$ cat config.mk
export PLATFORM = sky130hd
export DESIGN_NAME = router_pkt_src
export DESIGN_NICKNAME = d
export VERILOG_FILES = /design/src/rtl/router_pkt_src.sv
export SDC_FILE = /design/constraint.sdc
export NUM_CORES = 1
export LEC_CHECK = 0
export CAP_MARGIN = 5
export CORE_UTILIZATION = 57
export DETAILED_ROUTE_END_ITERATION = 7
export GPL_TIMING_DRIVEN = 0
export PLACE_DENSITY = 0.79
export SYNTH_ARGS = -nofsm -noshare
export SYNTH_HDL_FRONTEND = slang
export SYNTH_SLANG_ARGS = --single-unit
export TNS_END_PERCENT = 10
$ cat constraint.sdc
create_clock -name clock -period 3.5 [get_ports clock]
set_clock_uncertainty 0.1 [all_clocks]
set_input_delay 1.05 -clock clock [delete_from_list [all_inputs] [get_ports clock]]
set_output_delay 1.05 -clock clock [all_outputs]
set_load 0.01 [all_outputs]
$ cat src/rtl/router_pkt_src.sv
// Router input-port packet source: buffers a whole payload from the host, then streams
// header, payload and parity to the router while honouring its busy signal.
module router_pkt_src #(
    parameter int MAX_LEN    = 63,
    parameter int GAP_CYCLES = 1
) (
    input  logic       clock,
    input  logic       resetn,
    input  logic       req_valid,
    output logic       req_ready,
    input  logic [1:0] req_addr,
    input  logic [5:0] req_len,
    input  logic       req_bad_parity,
    input  logic       wr_valid,
    output logic       wr_ready,
    input  logic [7:0] wr_data,
    input  logic       busy,
    output logic       pkt_valid,
    output logic [7:0] data_out,
    output logic       tx_done,
    output logic       req_err,
    output logic [7:0] tx_parity
);

    localparam int GW = (GAP_CYCLES > 1) ? $clog2(GAP_CYCLES) : 1;

    typedef enum logic [2:0] {
        IDLE,
        LOAD,
        HEADER,
        PAYLOAD,
        PARITY,
        GAP
    } state_t;

    state_t        r_state, w_stateNext;
    logic [5:0]    r_count, w_countNext;
    logic [GW-1:0] r_gapCnt, w_gapNext;
    logic [1:0]    r_addr, w_addrNext;
    logic [5:0]    r_len, w_lenNext;
    logic          r_bad, w_badNext;
    logic [7:0]    r_parity, w_parityNext;
    logic          r_pktValid, w_pktValidNext;
    logic [7:0]    r_dataOut, w_dataNext;
    logic          r_txDone, w_txDoneNext;
    logic          r_reqErr, w_reqErrNext;
    logic [7:0]    r_txParity, w_txParityNext;
    logic          w_bufWe;
    logic [7:0]    w_header;

    logic [7:0]    r_buf [0:MAX_LEN-1];

    always_ff @(posedge clock or negedge resetn) begin
        if (!resetn) begin
            r_state    <= IDLE;
            r_count    <= '0;
            r_gapCnt   <= '0;
            r_addr     <= '0;
            r_len      <= '0;
            r_bad      <= 1'b0;
            r_parity   <= '0;
            r_pktValid <= 1'b0;
            r_dataOut  <= '0;
            r_txDone   <= 1'b0;
            r_reqErr   <= 1'b0;
            r_txParity <= '0;
        end else begin
            r_state    <= w_stateNext;
            r_count    <= w_countNext;
            r_gapCnt   <= w_gapNext;
            r_addr     <= w_addrNext;
            r_len      <= w_lenNext;
            r_bad      <= w_badNext;
            r_parity   <= w_parityNext;
            r_pktValid <= w_pktValidNext;
            r_dataOut  <= w_dataNext;
            r_txDone   <= w_txDoneNext;
            r_reqErr   <= w_reqErrNext;
            r_txParity <= w_txParityNext;
        end
    end

    // Payload storage is deliberately left out of reset.
    always_ff @(posedge clock) begin
        if (w_bufWe) begin
            r_buf[r_count] <= wr_data;
        end
    end

    assign w_header = {r_len, r_addr};

    always_comb begin
        w_stateNext    = r_state;
        w_countNext    = r_count;
        w_gapNext      = r_gapCnt;
        w_addrNext     = r_addr;
        w_lenNext      = r_len;
        w_badNext      = r_bad;
        w_parityNext   = r_parity;
        w_pktValidNext = r_pktValid;
        w_dataNext     = r_dataOut;
        w_txDoneNext   = 1'b0;
        w_reqErrNext   = 1'b0;
        w_txParityNext = r_txParity;
        w_bufWe        = 1'b0;

        case (r_state)
            IDLE: begin
                w_pktValidNext = 1'b0;
                w_dataNext     = '0;
                if (req_valid) begin
                    if (req_addr == 2'd3 || req_len == 6'd0) begin
                        w_reqErrNext = 1'b1;
                    end else begin
                        w_addrNext   = req_addr;
                        w_lenNext    = req_len;
                        w_badNext    = req_bad_parity;
                        w_parityNext = {req_len, req_addr};
                        w_countNext  = '0;
                        w_stateNext  = LOAD;
                    end
                end
            end
            LOAD: begin
                if (wr_valid) begin
                    w_bufWe      = 1'b1;
                    w_parityNext = r_parity ^ wr_data;
                    if (r_count == r_len - 6'd1) begin
                        w_countNext    = '0;
                        w_dataNext     = w_header;
                        w_pktValidNext = 1'b1;
                        w_stateNext    = HEADER;
                    end else begin
                        w_countNext = r_count + 6'd1;
                    end
                end
            end
            HEADER: begin
                if (!busy) begin
                    w_dataNext  = r_buf[0];
                    w_stateNext = PAYLOAD;
                end
            end
            PAYLOAD: begin
                // Parity goes out with pkt_valid low, which is what ends the packet at the router.
                if (!busy) begin
                    if (r_count == r_len - 6'd1) begin
                        w_dataNext     = r_parity ^ (r_bad ? 8'hFF : 8'h00);
                        w_pktValidNext = 1'b0;
                        w_stateNext    = PARITY;
                    end else begin
                        w_countNext = r_count + 6'd1;
                        w_dataNext  = r_buf[r_count + 6'd1];
                    end
                end
            end
            PARITY: begin
                if (!busy) begin
                    w_txDoneNext   = 1'b1;
                    w_txParityNext = r_dataOut;
                    w_dataNext     = '0;
                    w_gapNext      = '0;
                    w_stateNext    = (GAP_CYCLES == 0) ? IDLE : GAP;
                end
            end
            GAP: begin
                if (r_gapCnt == GW'(GAP_CYCLES - 1)) begin
                    w_gapNext   = '0;
                    w_stateNext = IDLE;
                end else begin
                    w_gapNext = r_gapCnt + GW'(1);
                end
            end
            default: begin
                w_stateNext    = IDLE;
                w_pktValidNext = 1'b0;
                w_dataNext     = '0;
            end
        endcase
    end

    assign req_ready = (r_state == IDLE);
    assign wr_ready  = (r_state == LOAD);
    assign pkt_valid = r_pktValid;
    assign data_out  = r_dataOut;
    assign tx_done   = r_txDone;
    assign req_err   = r_reqErr;
    assign tx_parity = r_txParity;

endmodule

==> run_summary.xml, run 1 <==
<?xml version="1.0" encoding="UTF-8"?>
<metrics>
  <group name="floorplanning">
    <metric name="std_cell_rows" unit="">72</metric>
    <metric name="design.die.area" unit="mm²">0.03982</metric>
    <metric name="floorplan.die.height" unit="µm">199.6</metric>
    <metric name="boundaryPins" unit="">43</metric>
    <metric name="design.core.area" unit="mm²">0.03856</metric>
    <metric name="die_w" unit="µm">199.6</metric>
    <metric name="floorplan.initialDensity" unit="%">57.70</metric>
  </group>
  <group name="logic_synthesis">
    <metric name="synth-main-ff-cell" unit="">sky130_fd_sc_hd__edfxtp_1</metric>
    <metric name="synth-seq-area-share" unit="%">73.09</metric>
    <metric name="library_cell_occupying_the_most_area_in_the_post_synthesis_netlist" unit="">sky130_fd_sc_hd__edfxtp_1</metric>
    <metric name="synth_area_leaders" unit="">sky130_fd_sc_hd__edfxtp_1 68%, sky130_fd_sc_hd__mux4_2 12%, sky130_fd_sc_hd__dfrtp_1 5.1%, sky130_fd_sc_hd__nand2_1 1.8%, sky130_fd_sc_hd__nor2_1 1.7%</metric>
    <metric name="post_synth_most_frequent_cells" unit="">504 x sky130_fd_sc_hd__edfxtp_1, 121 x sky130_fd_sc_hd__mux4_2, 109 x sky130_fd_sc_hd__nand2_1</metric>
    <metric name="synthesis.instances" unit="">1253</metric>
    <metric name="synth_top_area_share" unit="%">68.03</metric>
    <metric name="synth.lib_cells_used.distinct" unit="">55</metric>
    <metric name="syn_area_per_cell" unit="µm²">17.76</metric>
    <metric name="share_of_flip_flops_with_an_asynchronous_set_or_reset" unit="%">8.197</metric>
    <metric name="postSynthNetCount" unit="">1277</metric>
    <metric name="yosysWarningCount" unit="">0</metric>
    <metric name="yosysMostFrequentCell" unit="">sky130_fd_sc_hd__edfxtp_1</metric>
    <metric name="synth_area" unit="mm²">0.02225</metric>
    <metric name="synth.ff_latch_count" unit="">549</metric>
    <metric name="synth_edf_count" unit="">504</metric>
  </group>
  <group name="finish">
    <metric name="fill_cells" unit="">2567</metric>
    <metric name="number_of_nets_in_the_final_layout" unit="">1383</metric>
    <metric name="layoutNonFillerInstCount" unit="">1919</metric>
    <metric name="n_antenna_cell" unit="">0</metric>
    <metric name="multi_input_area" unit="mm²">0.005690</metric>
    <metric name="post_route_cells_drive_above_1_share" unit="%">23.27</metric>
    <metric name="seqCellArea" unit="mm²">0.01626</metric>
    <metric name="area_delta_synth_final" unit="%">13.90</metric>
  </group>
  <group name="pwr">
    <metric name="power.density_cell_area" unit="mW/mm²">876.3</metric>
    <metric name="comb_power_share" unit="%">39.3</metric>
    <metric name="worst_ir_drop_vdd" unit="µV">475.5</metric>
    <metric name="sw_frac_of_total" unit="%">36.11</metric>
    <metric name="power_frac_seq" unit="%">34.8</metric>
    <metric name="lkg_pwr" unit="µW">0.008261</metric>
    <metric name="clkPwrFrac" unit="%">25.9</metric>
    <metric name="switching_power" unit="µW">8019</metric>
    <metric name="power_report.internal_total" unit="µW">14190</metric>
  </group>
  <group name="worst_hold_path">
    <metric name="holdCritPathClass" unit="">in2async</metric>
  </group>
  <group name="worst_setup_path">
    <metric name="worstSetupPathType" unit="">reg2reg</metric>
    <metric name="cell_repeated_most_along_the_worst_path" unit="">sky130_fd_sc_hd__buf_2</metric>
    <metric name="crit_chain" unit="">buf_6 -&gt; buf_4 -&gt; buf_2 -&gt; buf_2 -&gt; nor2b_1 -&gt; nand4_1 -&gt; nor2_1</metric>
    <metric name="cp_data_required_time" unit="ps">3630</metric>
    <metric name="timing.critical_path.slowest_cell_delay" unit="ps">930</metric>
    <metric name="cp-end-kind" unit="">flop</metric>
    <metric name="cp_num_buf_inv" unit="">4</metric>
    <metric name="worstPathArrival" unit="ps">3840</metric>
    <metric name="critPathLaunchType" unit="">flop</metric>
    <metric name="cpLargestDelayFamily" unit="">simple AND/OR/NAND/NOR gates</metric>
    <metric name="cpMaxStageDelayCell" unit="">sky130_fd_sc_hd__nor2_1</metric>
    <metric name="crit_fanout" unit="">10</metric>
  </group>
  <group name="global_route">
    <metric name="first_global_vias" unit="">12551</metric>
    <metric name="grt_max_degree" unit="">60</metric>
    <metric name="grt_pass1_wl" unit="mm">80.25</metric>
    <metric name="grt_overflow" unit="">0</metric>
    <metric name="antenna_violations_before_repair" unit="">0</metric>
    <metric name="groute.usage.overall" unit="%">28.45</metric>
  </group>
  <group name="flow_run">
    <metric name="drv.max_cap_violation_count" unit="">0</metric>
  </group>
  <group name="placement">
    <metric name="buffer_ports.inserted" unit="">41</metric>
    <metric name="dp_hpwl" unit="mm">35.14</metric>
    <metric name="detailedPlace.worstSlack" unit="ps">-335.5</metric>
    <metric name="place_inst" unit="">1821</metric>
    <metric name="weighted_congestion_at_the_end_of_routability_driven_global_placement" unit="">0.9756</metric>
  </group>
  <group name="routing">
    <metric name="drt_wl_total" unit="mm">54.59</metric>
    <metric name="detail_route.drc_violations" unit="">0</metric>
    <metric name="viasPerCell" unit="">6.493</metric>
    <metric name="detail_route.first_pass.iterations" unit="">6</metric>
    <metric name="dr_total_vias" unit="">12460</metric>
    <metric name="wire_per_inst" unit="µm">28.44</metric>
    <metric name="initialDrtViolationCount" unit="">1581</metric>
    <metric name="antenna_left" unit="">0</metric>
  </group>
  <group name="timing">
    <metric name="timing.slew.headroom" unit="%">29.58</metric>
    <metric name="setup_viol" unit="">108</metric>
    <metric name="worst_pin_slew" unit="ps">1051</metric>
    <metric name="finalWorstSetupSlack" unit="ps">-210.2</metric>
    <metric name="final-hold-violation-count" unit="">0</metric>
    <metric name="report.final.slew_viol_count" unit="">0</metric>
    <metric name="post-route-period-util" unit="%">106.0</metric>
    <metric name="finalWorstPathRequiredPeriod" unit="ps">3710</metric>
    <metric name="grt_setup_unrepaired" unit="">yes</metric>
    <metric name="fmax" unit="MHz">269.5</metric>
  </group>
  <group name="clock_tree">
    <metric name="cts_inserted_buffers" unit="">54</metric>
    <metric name="clk_root_buffer_cell" unit="">sky130_fd_sc_hd__clkbuf_16</metric>
    <metric name="worst_skew_pair.late_latency" unit="ps">620</metric>
    <metric name="cts.clk_slew.worst_paths" unit="ps">60</metric>
    <metric name="cts_hold_repair.buffers" unit="">0</metric>
    <metric name="clkSinkCount" unit="">549</metric>
    <metric name="tritoncts_clock_tree" unit="">yes</metric>
    <metric name="clock_tree.htree_level_count" unit="">2</metric>
    <metric name="cts-root-to-sink-buffers" unit="">3</metric>
  </group>
  <group name="outcome">
    <metric name="run_status" unit="">complete, but fails checks</metric>
    <metric name="failing_checks" unit="">negative setup slack</metric>
  </group>
</metrics>
## registers in the layout, summed over array words and instances (netlist names)
name	flops
data_out	8
r_addr	2
tx_parity	8
r_bad	1
r_buf	504
r_parity	8
r_count	6
tx_done	1
pkt_valid	1
r_state	3
r_len	6
req_err	1
## per-layer routing
| layer | global-route usage, % | routed length (µm) | vias up |
|---|---|---|---|
| li1 | - | - | 5209 |
| met1 | 39.38 | 20970 | 6345 |
| met2 | 44.46 | 26250 | 775 |
| met3 | 5.755 | 5268 | 131 |
| met4 | 11.99 | 2098 | 0 |
| met5 | 0 | 0 | - |
## per-stage QoR
stage	cell area, µm²	setup TNS (ps)	utilization (%)	hold slack, ps	power, µW
floorplan	22250	0	-	379.9	13370
detailed placement	23460	-31260	60.84	394.9	16220
CTS	25230	-4039	65.44	331.5	21950
finish	25340	-11630	65.72	326.3	22210
global route	25340	-25500	65.72	361.2	22940
global placement	23310	-129570	60.45	380.3	16090
## placed cells by master (no fill, tap or decap), types with 13 or more instances in the layout
cell type                         netlist  final
sky130_fd_sc_hd__a21oi_1               29     27
sky130_fd_sc_hd__buf_2                 22     29
sky130_fd_sc_hd__buf_4                 10     13
sky130_fd_sc_hd__clkbuf_1              29     33
sky130_fd_sc_hd__clkbuf_16              0     56
sky130_fd_sc_hd__clkdlybuf4s50_1        0     32
sky130_fd_sc_hd__dfrtp_1               45     45
sky130_fd_sc_hd__edfxtp_1             504    504
sky130_fd_sc_hd__mux2_2                20     20
sky130_fd_sc_hd__mux4_2               121    121
sky130_fd_sc_hd__nand2_1              109    109
sky130_fd_sc_hd__nand3_1               47     47
sky130_fd_sc_hd__nor2_1               102     71
sky130_fd_sc_hd__nor2_2                 0     31
sky130_fd_sc_hd__o21ai_0               23     23
sky130_fd_sc_hd__xnor2_1               14     14
## power by group through the flow
| stage | Clock [µW] | Sequential, µW | Combinational, µW |
|---|---|---|---|
| 5_1_grt | 6010 | 7770 | 9160 |
| 3_3_place_gp | 0 | 7850 | 8240 |
| 4_1_cts | 5760 | 7730 | 8460 |
| 6_report | 5750 | 7730 | 8720 |
| 2_1_floorplan | 0 | 7800 | 5560 |
| 3_5_place_dp | 0 | 7860 | 8360 |
## worst reg2reg max path: stages, from the launching register on
cell and delay [ps]:
sky130_fd_sc_hd__dfrtp_1 410, sky130_fd_sc_hd__buf_6 190, sky130_fd_sc_hd__buf_4 220, sky130_fd_sc_hd__buf_2 300, sky130_fd_sc_hd__buf_2 270, sky130_fd_sc_hd__nor2b_1 170, sky130_fd_sc_hd__nand4_1 740, sky130_fd_sc_hd__nor2_1 940
## cell families after synthesis
group	Yosys count	synth area share [%]
AO/OA/AOI/OAI	130	3.959
XOR/XNOR	22	0.9336
adder cells (fa/ha/maj)	2	0.1125
buffers and inverters	82	1.850
flip-flops	549	73.09
multiplexers	153	13.80
AND/OR/NAND/NOR	315	6.254
## final timing paths
kind	slack, ps	end	startpoint	cells after the start
max	-210	r_buf[38][0]$_DFFE_PP_	r_count[0]$_DFFE_PN0P_	7
min in group clock	400	tx_parity[5]$_DFFE_PN0P_	tx_parity[5]$_DFFE_PN0P_	1
max in group asynchronous	2470	r_addr[1]$_DFFE_PN0P_	resetn	2
min reg2reg	400	tx_parity[5]$_DFFE_PN0P_	tx_parity[5]$_DFFE_PN0P_	1
min	330	r_count[3]$_DFFE_PN0P_	resetn	1
max reg2reg	-210	r_buf[38][0]$_DFFE_PP_	r_count[0]$_DFFE_PN0P_	7
## layout make-up
type                    count  area share [%]
clock buffers              71           5.990
multi-input cells         622           22.46
plain buffers              75           1.615
clock inverters            27          0.8937
well taps                 518           2.558
repair buffers             50           2.212
inverters                   7          0.1037
flip-flops and latches    549           64.17
## repair_timing
| item | 4_1_cts | 5_1_grt |
|---|---|---|
| gates resized for setup | 12 | 42 |
| endpoints found under the setup margin | 105 | 406 |
| cloned | 0 | 0 |
| setup buffers | 0 | 0 |
Power figures use the tool's default switching activity.
==> inputs of run 2 (changes only) <==
Settings changed: CTS_BUF_LIST set to sky130_fd_sc_hd__clkbuf_8.
==> run 2 against run 1 <==
Compared with the run above:
- the flow still finishes with violations (negative setup slack)
- final area fell by 0.93%
- non-clock buffer count unchanged
- total power shrank 4.5%
- sequential power barely moved
- flip-flop and latch count unchanged
- register-to-register slack gained 96 ps
==> run_summary.xml, run 2 (same netlist as run 1, synthesis figures left out) <==
<?xml version="1.0" encoding="UTF-8"?>
<metrics>
  <group name="routing">
    <metric name="detail_route.drc_violations" unit="">0</metric>
    <metric name="viasPerCell" unit="">6.389</metric>
    <metric name="detail_route.first_pass.iterations" unit="">6</metric>
    <metric name="antenna_left" unit="">0</metric>
    <metric name="initialDrtViolationCount" unit="">1363</metric>
    <metric name="wire_per_inst" unit="µm">26.85</metric>
    <metric name="dr_total_vias" unit="">12606</metric>
    <metric name="drt_wl_total" unit="mm">52.97</metric>
  </group>
  <group name="clock_tree">
    <metric name="clkSinkCount" unit="">549</metric>
    <metric name="clk_root_buffer_cell" unit="">sky130_fd_sc_hd__clkbuf_8</metric>
    <metric name="tritoncts_clock_tree" unit="">yes</metric>
    <metric name="cts-root-to-sink-buffers" unit="">3</metric>
    <metric name="cts_hold_repair.buffers" unit="">0</metric>
    <metric name="cts.clk_slew.worst_paths" unit="ps">60</metric>
    <metric name="cts_inserted_buffers" unit="">86</metric>
    <metric name="cts_setup_buffers" unit="">0</metric>
    <metric name="clock_tree.htree_level_count" unit="">3</metric>
    <metric name="worst_skew_pair.late_latency" unit="ps">660</metric>
  </group>
  <group name="global_route">
    <metric name="antenna_violations_before_repair" unit="">0</metric>
    <metric name="grt_max_degree" unit="">60</metric>
    <metric name="first_global_vias" unit="">12620</metric>
    <metric name="grt_overflow" unit="">0</metric>
    <metric name="grt_pass1_wl" unit="mm">78.49</metric>
    <metric name="groute.usage.overall" unit="%">27.73</metric>
  </group>
  <group name="finish">
    <metric name="mostFrequentLayoutCell" unit="">sky130_fd_sc_hd__edfxtp_1</metric>
    <metric name="post-route-util" unit="%">65.11</metric>
    <metric name="post_route_cells_drive_above_1_share" unit="%">23.78</metric>
    <metric name="number_of_nets_in_the_final_layout" unit="">1415</metric>
    <metric name="area_delta_synth_final" unit="%">12.84</metric>
    <metric name="fill_cells" unit="">2624</metric>
    <metric name="largest_register_ff_count" unit="">504</metric>
    <metric name="n_antenna_cell" unit="">0</metric>
    <metric name="mostFrequentLayoutCells" unit="">504 x sky130_fd_sc_hd__edfxtp_1, 121 x sky130_fd_sc_hd__mux4_2, 109 x sky130_fd_sc_hd__nand2_1, 88 x sky130_fd_sc_hd__clkbuf_8, 72 x sky130_fd_sc_hd__nor2_1</metric>
    <metric name="largest_register" unit="">r_buf</metric>
  </group>
  <group name="timing">
    <metric name="grt_setup_unrepaired" unit="">yes</metric>
    <metric name="fmax" unit="MHz">276.7</metric>
    <metric name="post-route-period-util" unit="%">103.3</metric>
    <metric name="report.final.slew_viol_count" unit="">0</metric>
    <metric name="setup_viol" unit="">89</metric>
    <metric name="final-hold-violation-count" unit="">0</metric>
    <metric name="worst_pin_slew" unit="ps">1052</metric>
    <metric name="finalWorstPathRequiredPeriod" unit="ps">3614</metric>
    <metric name="finalWorstSetupSlack" unit="ps">-114.1</metric>
    <metric name="timing.slew.headroom" unit="%">29.51</metric>
  </group>
  <group name="placement">
    <metric name="buffer_ports.inserted" unit="">41</metric>
    <metric name="detailedPlace.worstSlack" unit="ps">-335.5</metric>
    <metric name="weighted_congestion_at_the_end_of_routability_driven_global_placement" unit="">0.9756</metric>
    <metric name="dp_hpwl" unit="mm">35.14</metric>
  </group>
  <group name="worst_setup_path">
    <metric name="worst_r2r_startpoint" unit="">r_count[0]$_DFFE_PN0P_</metric>
    <metric name="critPathLaunchType" unit="">flop</metric>
    <metric name="worstPathArrival" unit="ps">3780</metric>
    <metric name="r2r_slack" unit="ps">-110</metric>
    <metric name="cp_data_required_time" unit="ps">3670</metric>
    <metric name="crit_fanout" unit="">10</metric>
    <metric name="worstSetupPathType" unit="">reg2reg</metric>
    <metric name="r2r.worst_path.cells" unit="">7</metric>
    <metric name="rr_endpoint" unit="">r_buf[6][6]$_DFFE_PP_</metric>
    <metric name="cp-end-kind" unit="">flop</metric>
  </group>
  <group name="floorplanning">
    <metric name="die_w" unit="µm">199.6</metric>
    <metric name="floorplan.die.height" unit="µm">199.6</metric>
    <metric name="std_cell_rows" unit="">72</metric>
    <metric name="design.core.area" unit="mm²">0.03856</metric>
    <metric name="floorplan.initialDensity" unit="%">57.70</metric>
    <metric name="boundaryPins" unit="">43</metric>
    <metric name="design.die.area" unit="mm²">0.03982</metric>
  </group>
  <group name="pwr">
    <metric name="lkg_pwr" unit="µW">0.008262</metric>
    <metric name="power.density_cell_area" unit="mW/mm²">844.7</metric>
    <metric name="power" unit="µW">21210</metric>
    <metric name="worst_ir_drop_vdd" unit="µV">401.5</metric>
  </group>
  <group name="outcome">
    <metric name="run_status" unit="">complete, but fails checks</metric>
    <metric name="failing_checks" unit="">negative setup slack</metric>
  </group>
  <group name="flow_run">
    <metric name="drv.max_cap_violation_count" unit="">0</metric>
  </group>
  <group name="worst_hold_path">
    <metric name="holdCritPathClass" unit="">in2async</metric>
  </group>
</metrics>
run 2: changes by cell type in the layout (fill, tap and decap cells not counted), sizes merged:
cell | previous run | this run
buf | 61 | 62
bufinv | 3 | 0
clkbuf | 103 | 119
clkinv | 22 | 31
clkinvlp | 0 | 3
inv | 9 | 37
run 2: how the worst max path moves through the flow:
stage                                       from                 endpoint  slack [ps]  depth (start not counted)
final                     r_count[0]$_DFFE_PN0P_    r_buf[6][6]$_DFFE_PP_        -110                          7
after floorplan                         wr_valid   r_buf[24][0]$_DFFE_PP_         610                          5
after CTS                 r_count[0]$_DFFE_PN0P_   r_buf[30][0]$_DFFE_PP_        -100                          7
after global placement                wr_data[3]  r_parity[3]$_DFFE_PN0P_        -590                          4
after global routing      r_count[0]$_DFFE_PN0P_    r_buf[6][6]$_DFFE_PP_        -200                          7
after detailed placement  r_count[0]$_DFFE_PN0P_  data_out[7]$_DFFE_PN0P_        -340                         11
run 2: per-stage QoR:
step / instance area [µm²] / hold WS [ps] / std cells / setup TNS [ps]
finish: 25100 / 293.7 / 1973 / -5716
global route: 25100 / 326.9 / 1973 / -19180
CTS: 24990 / 285.7 / 1973 / -2513
detailed placement: 23460 / 394.9 / 1821 / -31260
global placement: 23310 / 380.3 / 1812 / -129570
floorplan: 22250 / 379.9 / 1253 / 0
run 2: critical path: stages (launching register included):
cell and delay (ps):
sky130_fd_sc_hd__dfrtp_1 420, sky130_fd_sc_hd__buf_6 190, sky130_fd_sc_hd__buf_4 220, sky130_fd_sc_hd__buf_2 300, sky130_fd_sc_hd__buf_2 260, sky130_fd_sc_hd__nor2b_1 160, sky130_fd_sc_hd__nand4_1 670, sky130_fd_sc_hd__nor2_1 920
run 2: what timing repair did:
item,4_1_cts,5_1_grt
endpoints found under the setup margin,105,339
hold endpoints to repair,0,0
gates resized for setup,15,38
run 2: layout make-up:
type	count	area (µm²)	share of cell area (%)
Inverter	7	26.28	0.1047
Multi-Input combinational cell	622	5692	22.67
Sequential cell	549	16260	64.77
Tap cell	518	648.1	2.582
Clock inverter	64	291.5	1.161
Clock buffer	88	1211	4.825
Buffer	75	414.1	1.650
Timing Repair Buffer	50	560.5	2.233
run 2: metal layers:
metal / global-route usage (%) / part of all wire [%]
met4: 13.15 / 4.0
met3: 6.785 / 10
met2: 41.76 / 48
met5: 0 / 0
met1: 38.43 / 38
run 2: power by group:
part	internal (µW)	leakage (µW)	total [µW]	switching, µW
logic	3410	0.00230	8690	5280
clock network	2340	0.000868	4780	2440
registers	7510	0.00510	7730	219
